### src/rtl/result_drain.sv
// rtl/result_drain.sv - output-queue reader that tags results with (row, col) and frames them
//
// Purpose:
//   Drains one P x M frame of dot-product results from a show-ahead queue
//   and presents each word downstream on a valid/ready interface. Each word
//   carries its row/col position plus end-of-row and end-of-frame flags.
//
// Ports:
//   i_clk, i_rst        clock, asynchronous active-high reset
//   i_start             begin draining one frame (sampled only in IDLE)
//   i_q_head, i_q_empty show-ahead queue head word and empty flag
//   o_q_pop             combinational pop strobe, one per word consumed
//   o_out_data/row/col  result word and its matrix position
//   o_out_last_col      word is at col M-1
//   o_out_last          word is the final word of the frame
//   o_out_valid         output word valid, i_out_ready accepts it
//   o_busy              frame in progress
//   o_frame_done        one-cycle pulse after the final word is accepted

module result_drain #(
   parameter int P          = 9,
   parameter int M          = 10,
   parameter int DATA_WIDTH = 32,
   parameter int ROW_W      = (P > 1) ? $clog2(P) : 1,
   parameter int COL_W      = (M > 1) ? $clog2(M) : 1
) (
   input  logic                  i_clk,
   input  logic                  i_rst,
   input  logic                  i_start,
   input  logic [DATA_WIDTH-1:0] i_q_head,
   input  logic                  i_q_empty,
   output logic                  o_q_pop,
   output logic [DATA_WIDTH-1:0] o_out_data,
   output logic [ROW_W-1:0]      o_out_row,
   output logic [COL_W-1:0]      o_out_col,
   output logic                  o_out_last_col,
   output logic                  o_out_last,
   output logic                  o_out_valid,
   input  logic                  i_out_ready,
   output logic                  o_busy,
   output logic                  o_frame_done
);

   typedef enum logic [1:0] {S_IDLE, S_RUN, S_LAST} state_t;

   localparam logic [ROW_W-1:0] LP_ROW_MAX = ROW_W'(P - 1);
   localparam logic [COL_W-1:0] LP_COL_MAX = COL_W'(M - 1);

   state_t                  r_state;
   logic [ROW_W-1:0]        r_row;
   logic [COL_W-1:0]        r_col;
   logic [DATA_WIDTH-1:0]   r_data;
   logic [ROW_W-1:0]        r_out_row;
   logic [COL_W-1:0]        r_out_col;
   logic                    r_last_col;
   logic                    r_last;
   logic                    r_valid;
   logic                    r_busy;
   logic                    r_frame_done;

   logic                    w_accept;
   logic                    w_pop;
   logic                    w_col_end;
   logic                    w_frame_end;

   assign w_accept    = r_valid && i_out_ready;
   assign w_col_end   = (r_col == LP_COL_MAX);
   assign w_frame_end = w_col_end && (r_row == LP_ROW_MAX);
   // Pop only when the output register is free or being drained this cycle,
   // so a stalled word is never overwritten. Gated by reset so no word is
   // consumed while the block is held in reset.
   assign w_pop       = !i_rst && (r_state == S_RUN) && !i_q_empty
                        && (!r_valid || i_out_ready);

   always_ff @(posedge i_clk or posedge i_rst) begin
      if (i_rst) begin
         r_state      <= S_IDLE;
         r_row        <= '0;
         r_col        <= '0;
         r_data       <= '0;
         r_out_row    <= '0;
         r_out_col    <= '0;
         r_last_col   <= 1'b0;
         r_last       <= 1'b0;
         r_valid      <= 1'b0;
         r_busy       <= 1'b0;
         r_frame_done <= 1'b0;
      end else begin
         r_frame_done <= 1'b0;

         if (w_pop) begin
            r_data     <= i_q_head;
            r_out_row  <= r_row;
            r_out_col  <= r_col;
            r_last_col <= w_col_end;
            r_last     <= w_frame_end;
            r_valid    <= 1'b1;
            if (w_col_end) begin
               r_col <= '0;
               r_row <= w_frame_end ? '0 : r_row + 1'b1;
            end else begin
               r_col <= r_col + 1'b1;
            end
         end else if (w_accept) begin
            r_valid <= 1'b0;
         end

         case (r_state)
            S_IDLE: begin
               if (i_start) begin
                  r_state <= S_RUN;
                  r_busy  <= 1'b1;
                  r_row   <= '0;
                  r_col   <= '0;
               end
            end
            S_RUN: begin
               if (w_pop && w_frame_end) r_state <= S_LAST;
            end
            S_LAST: begin
               // The final word stays in the output register until taken.
               if (w_accept) begin
                  r_state      <= S_IDLE;
                  r_busy       <= 1'b0;
                  r_frame_done <= 1'b1;
               end
            end
            default: r_state <= S_IDLE;
         endcase
      end
   end

   assign o_q_pop        = w_pop;
   assign o_out_data     = r_data;
   assign o_out_row      = r_out_row;
   assign o_out_col      = r_out_col;
   assign o_out_last_col = r_last_col;
   assign o_out_last     = r_last;
   assign o_out_valid    = r_valid;
   assign o_busy         = r_busy;
   assign o_frame_done   = r_frame_done;

endmodule
### config.mk
export PLATFORM = sky130hd
export DESIGN_NAME = result_drain
export DESIGN_NICKNAME = d
export VERILOG_FILES = /design/src/rtl/result_drain.sv
export SDC_FILE = /design/constraint.sdc
export NUM_CORES = 1
export LEC_CHECK = 0
export CAP_MARGIN = 15
export CORE_ASPECT_RATIO = 1.25
export CORE_UTILIZATION = 30
export CTS_BUF_LIST = sky130_fd_sc_hd__clkbuf_8 sky130_fd_sc_hd__clkbuf_16
export DETAILED_ROUTE_END_ITERATION = 10
export PLACE_DENSITY = 0.56
export SETUP_SLACK_MARGIN = 0.15
export SLEW_MARGIN = 5
export SYNTH_ARGS = -nofsm -noshare
export SYNTH_HDL_FRONTEND = slang
export SYNTH_SLANG_ARGS = --single-unit
### constraint.sdc
create_clock -name i_clk -period 2.1 [get_ports i_clk]
set_clock_uncertainty 0.1 [all_clocks]
set_input_delay 0.42 -clock i_clk [delete_from_list [all_inputs] [get_ports i_clk]]
set_output_delay 0.42 -clock i_clk [all_outputs]
set_load 0.02 [all_outputs]
# Word-level counts from Yosys, hierarchy flattened

Index checks and enable logic that the tools add are counted.

$add $sub $neg: 2
Eq/ne operators: 7
Muxes and demuxes: 19
Reductions and logical operators: 15

Operator list:

| cell                                                             | number |
|---|---|
| 4-bit 2-to-1 mux                                                 | 9 |
| 4-bit by 1-bit adder with 4-bit output (second input constant)   | 2 |
| 4-bit == test (second input constant)                            | 2 |
| 1-bit logical AND                                                | 6 |
| 2-bit 2-to-1 mux                                                 | 3 |
| 2-bit one-hot mux with 3 select lines                            | 1 |
| 3-bit AND reduction                                              | 2 |
| 1-bit 2-to-1 mux                                                 | 5 |
| 2-bit != test (second input constant)                            | 2 |
| 2-bit nonzero test                                               | 2 |
| 1-bit zero test                                                  | 3 |
| 2-bit by 1-bit == test with 1-bit output (second input constant) | 1 |
| 2-bit == test (second input constant)                            | 1 |
| 2-bit zero test                                                  | 1 |
| 2-bit by 1-bit != test with 1-bit output (second input constant) | 1 |
| 1-bit one-hot mux with 2 select lines                            | 1 |
| 1-bit logical OR                                                 | 1 |

Register bits: 55
Input port bits: 37
Output and inout port bits: 46
Logic and storage cells: 54

# Longest topological paths before layout

Depth after elaboration: 7
Mapped depth: 6
Depth with buffers taken out: 6

# Worst setup path after synthesis

OpenSTA, ideal clock, no wires.

Path type: reg2out
From: register r_state[1]
To: output port o_q_pop
Arrival time: 1.367 ns
Data required time: 1.580 ns
Slack: 0.213 ns
Cell stages (with the launch flop): 5
Buffers on the path: 1
Path through: dfrtp_1 -> nor4b_4 -> nand2_2 -> inv_2 -> buf_2

Longest elaborated chain between the ends: 4

RTL lines:

| element                                  | RTL line | source |
|---|---|---|
| from (decl)                              | 49       | `state_t r_state;` |
| from (signal assigned)                   | 77       | `r_state <= S_IDLE;` |
| from (signal assigned)                   | 111      | `r_state <= S_RUN;` |
| from (signal assigned)                   | 118      | `if (w_pop && w_frame_end) r_state <= S_LAST;` |
| 2-bit by 1-bit == test with 1-bit output | 72       | `assign w_pop = !i_rst && (r_state == S_RUN) && !i_q_empty` |
| 1-bit logical AND (2 in series)          | 72       |  |
| 1-bit logical AND                        | 73       | `&& (!r_valid \|\| i_out_ready);` |
| to (decl)                                | 32       | `output logic o_q_pop,` |

Every way passes these cells.

# Worst setup path after layout

From: input port i_out_ready
To: output port o_q_pop

Longest elaborated chain between the ends: 2

RTL lines:

| element           | RTL line | source |
|---|---|---|
| from (decl)       | 39       | `input logic i_out_ready,` |
| 1-bit logical OR  | 73       |  |
| 1-bit logical AND | 73       |  |

Every way passes these cells.

==> flow_metrics.py <==
metrics = {
    "clock_tree": {
        "cts_buffer_depth": 2,
        "clk_pin_slew_ps": 90,
        "cts_buffers": 5,
        "clk_latency_ps": 300,
        "post-cts-setup-buffers": 0,
        "cts_tree": "yes",
        "h-tree-depth": 2,
        "clockRootBuffer": "clkbuf_8",
        "numClockSinks": 55,
    },
    "floorplanning": {
        "die_x_microns": 78.9,
        "num_rows": 34,
        "ios": 83,
        "core_area_sq_um": 7060,
        "dieArea_sq_um": 7740,
        "start_util": 0.314,
        "die_y_microns": 98.1,
    },
    "placed_design": {
        "dp.cells": 404,
        "placed_area_sq_um": 3200,
        "place_hpwl_microns": 3470,
        "gp_congestion": 0.798,
        "portBuffers": 82,
    },
    "detailed_routing": {
        "post_drt_wl_per_cell_microns": 12.0,
        "dr.first_iter.drc_count": 65,
        "drc": 0,
        "first_pass_iters": 4,
        "viasPerCell": 4.45,
        "num_vias": 1834,
        "antenna_left": 0,
        "wirelength_microns": 4960,
    },
    "critical_path": {
        "arrival_ps": 1350,
        "r2r_start": "r_col[2]",
        "cp-end-kind": "output pin",
        "start_kind": "input pin",
        "worstSetupPathType": "in2out",
        "ff2ff_setup_slack_ps": 380,
        "worstReg2RegEnd": "r_row[2]",
        "worstPathRequired_ps": 1580,
        "reg2reg_depth": 4,
        "worstPathMaxFanout": 2,
    },
    "synthesis": {
        "async_flop_share": 1.00,
        "synthCells": 229,
        "ys_seq_area_frac": 0.620,
        "syn_area_sq_um": 2220,
        "synth.avg_cell_area_sq_um": 9.69,
        "yosys.cell_types.count": 31,
        "syn-num-nets": 268,
        "synth_edf_count": 0,
        "ys_ff_latch": 55,
        "synth_warnings": 0,
        "synth_ff_type": "dfrtp_1",
    },
    "hold_path": {
        "min_path_type": "in2async",
    },
    "grt": {
        "grt_pass1_vias": 1786,
        "grt_max_degree": 46,
        "grt.overflow.total": 0,
        "grt_pass1_wl_microns": 8110,
        "antenna_found_initial": 0,
        "grtUsageTotal": 0.133,
    },
    "outcome": {
        "status": "complete, no violations",
    },
    "timing": {
        "slew_violations": 0,
        "max_clock_freq_mhz": 535,
        "slew_headroom": 0.684,
        "finalCritPeriodShare": 0.889,
        "worst_pin_slew_ps": 474,
        "min_period_ps": 1870,
        "final-hold-violation-count": 0,
        "setup_viol": 0,
        "fin_setup_tns_ps": 0,
        "rsz0062_at_grt": "no",
    },
    "cells_and_area": {
        "layout.filler_cells": 685,
        "final_nets": 360,
        "syn_to_final_growth_pct": 48.7,
        "drive_above_1_share": 0.0901,
        "fin_cells": 412,
        "final_cell_area_sq_um": 3300,
        "diodes": 0,
    },
    "power": {
        "peakVddDrop_mv": 0.386,
        "p_leak_nw": 1.59,
        "power_density_nw_per_um2": 910,
        "totalPowerFinal_mw": 3.00,
    },
    "flow_run": {
        "max_cap_violations": 0,
    },
}
==> synth_stat cells, drive strengths merged (2+ instances only) <==
master,n,area (sq um)
a21oi,6,30.0
and2,2,12.5
buf,3,15.0
clkbuf,5,18.8
dfrtp,55,1380
ha,2,25.0
inv,8,30.0
mux2,4,45.0
nand2,109,412
nand3,2,10.0
nor2,4,15.0
nor2b,2,12.5
nor3b,2,15.0
o21ai,7,35.0
or3,4,25.0
==> timing repair <==
action | 4_1_cts | 5_1_grt
resized for setup | 7 | 1
hold buffers | 0 | 0
setup endpoints to repair | 2 | 2
pin swaps | 2 | 1
endpoints found under the hold margin | 0 | 0
==> metrics by stage <==
stage / hold WS (ps) / worst slack [ps] / utilization
finish: 358 / 232 / 0.467
global placement: 357 / -394 / 0.453
detailed placement: 363 / -402 / 0.453
global route: 392 / 168 / 0.467
CTS: 363 / 172 / 0.467
floorplan: 362 / 213 / -
==> state kept, by name, summed over array words and instances, names as in the netlist <==
signal / count
o_busy: 1
o_frame_done: 1
o_out_col: 4
o_out_data: 32
o_out_last: 1
o_out_last_col: 1
o_out_row: 4
o_out_valid: 1
r_col: 4
r_row: 4
r_state: 2
==> area by class of cell <==
type / instances / area, sq um / share of cell area
inverter: 8 / 30.0 / 0.00910
clock buffer: 7 / 96.3 / 0.0292
clock inverter: 1 / 3.75 / 0.00114
timing repair buffer: 93 / 902 / 0.273
sequential: 55 / 1380 / 0.417
multi-input combinational: 158 / 778 / 0.236
tap: 90 / 113 / 0.0341
==> worst max-delay path, stage by stage <==
cell and delay (ps):
clkdlybuf4s50_1 470, nand2b_1 140, nand2_2 90, inv_2 90, buf_4 140
==> logic make-up after synthesis <==
logic type	Yosys count	share of synthesized area
mux	5	0.0248
flops	55	0.620
simple gates	131	0.260
fa+ha+maj	2	0.0113
compound gates	19	0.0508
buf+inv	16	0.0288
xor+xnor	1	0.00395
==> routing by layer <==
metal	share of wire	global-route usage	up-vias
li1	-	-	907
met1	0.45	0.163	867
met2	0.48	0.231	54
met3	0.058	0.0355	6
met4	0.011	0.0336	0
met5	0	0	-
==> power by group <==
group,total [mW],switching [mW],internal [mW]
clock,0.624,0.327,0.297
combinational,0.965,0.487,0.479
sequential,1.41,0.147,1.27
==> worst max path at each step <==
stage,start,endpoint,cells after the start
floorplan,r_state[1],o_q_pop,4
global placement,i_rst,o_q_pop,5
detailed placement,i_rst,o_q_pop,5
CTS,r_state[1],o_q_pop,4
global route,i_out_ready,o_out_col[3],5
finish,i_out_ready,o_q_pop,5
==> placed cells by master (no fill, tap or decap) <==
cell | Yosys | final
nor4b_4 | 1 | 1
inv_1 | 7 | 7
or3_1 | 4 | 4
and2_1 | 2 | 2
nor2_1 | 4 | 4
buf_4 | 0 | 11
clkdlybuf4s50_1 | 0 | 79
and3b_1 | 1 | 1
xnor2_1 | 1 | 1
dfrtp_1 | 55 | 55
a31o_2 | 1 | 1
clkbuf_8 | 0 | 7
mux2i_1 | 1 | 1
dlygate4sd2_1 | 0 | 2
nand2b_1 | 1 | 1
nand3b_1 | 1 | 1
o32ai_1 | 1 | 1
o31ai_1 | 1 | 1
inv_2 | 1 | 2
or4_1 | 1 | 1
buf_6 | 0 | 1
a31oi_1 | 1 | 1
nand3_1 | 2 | 2
a21oi_1 | 6 | 6
nand4_4 | 1 | 1
o21ai_0 | 7 | 7
o41ai_1 | 1 | 1
a21o_1 | 1 | 1
nand2_1 | 108 | 108
mux2_2 | 4 | 4
ha_1 | 2 | 2
nor2b_1 | 2 | 2
nand2_2 | 1 | 1
nor3b_1 | 2 | 2
No activity file was read; power rests on OpenSTA's default activity.
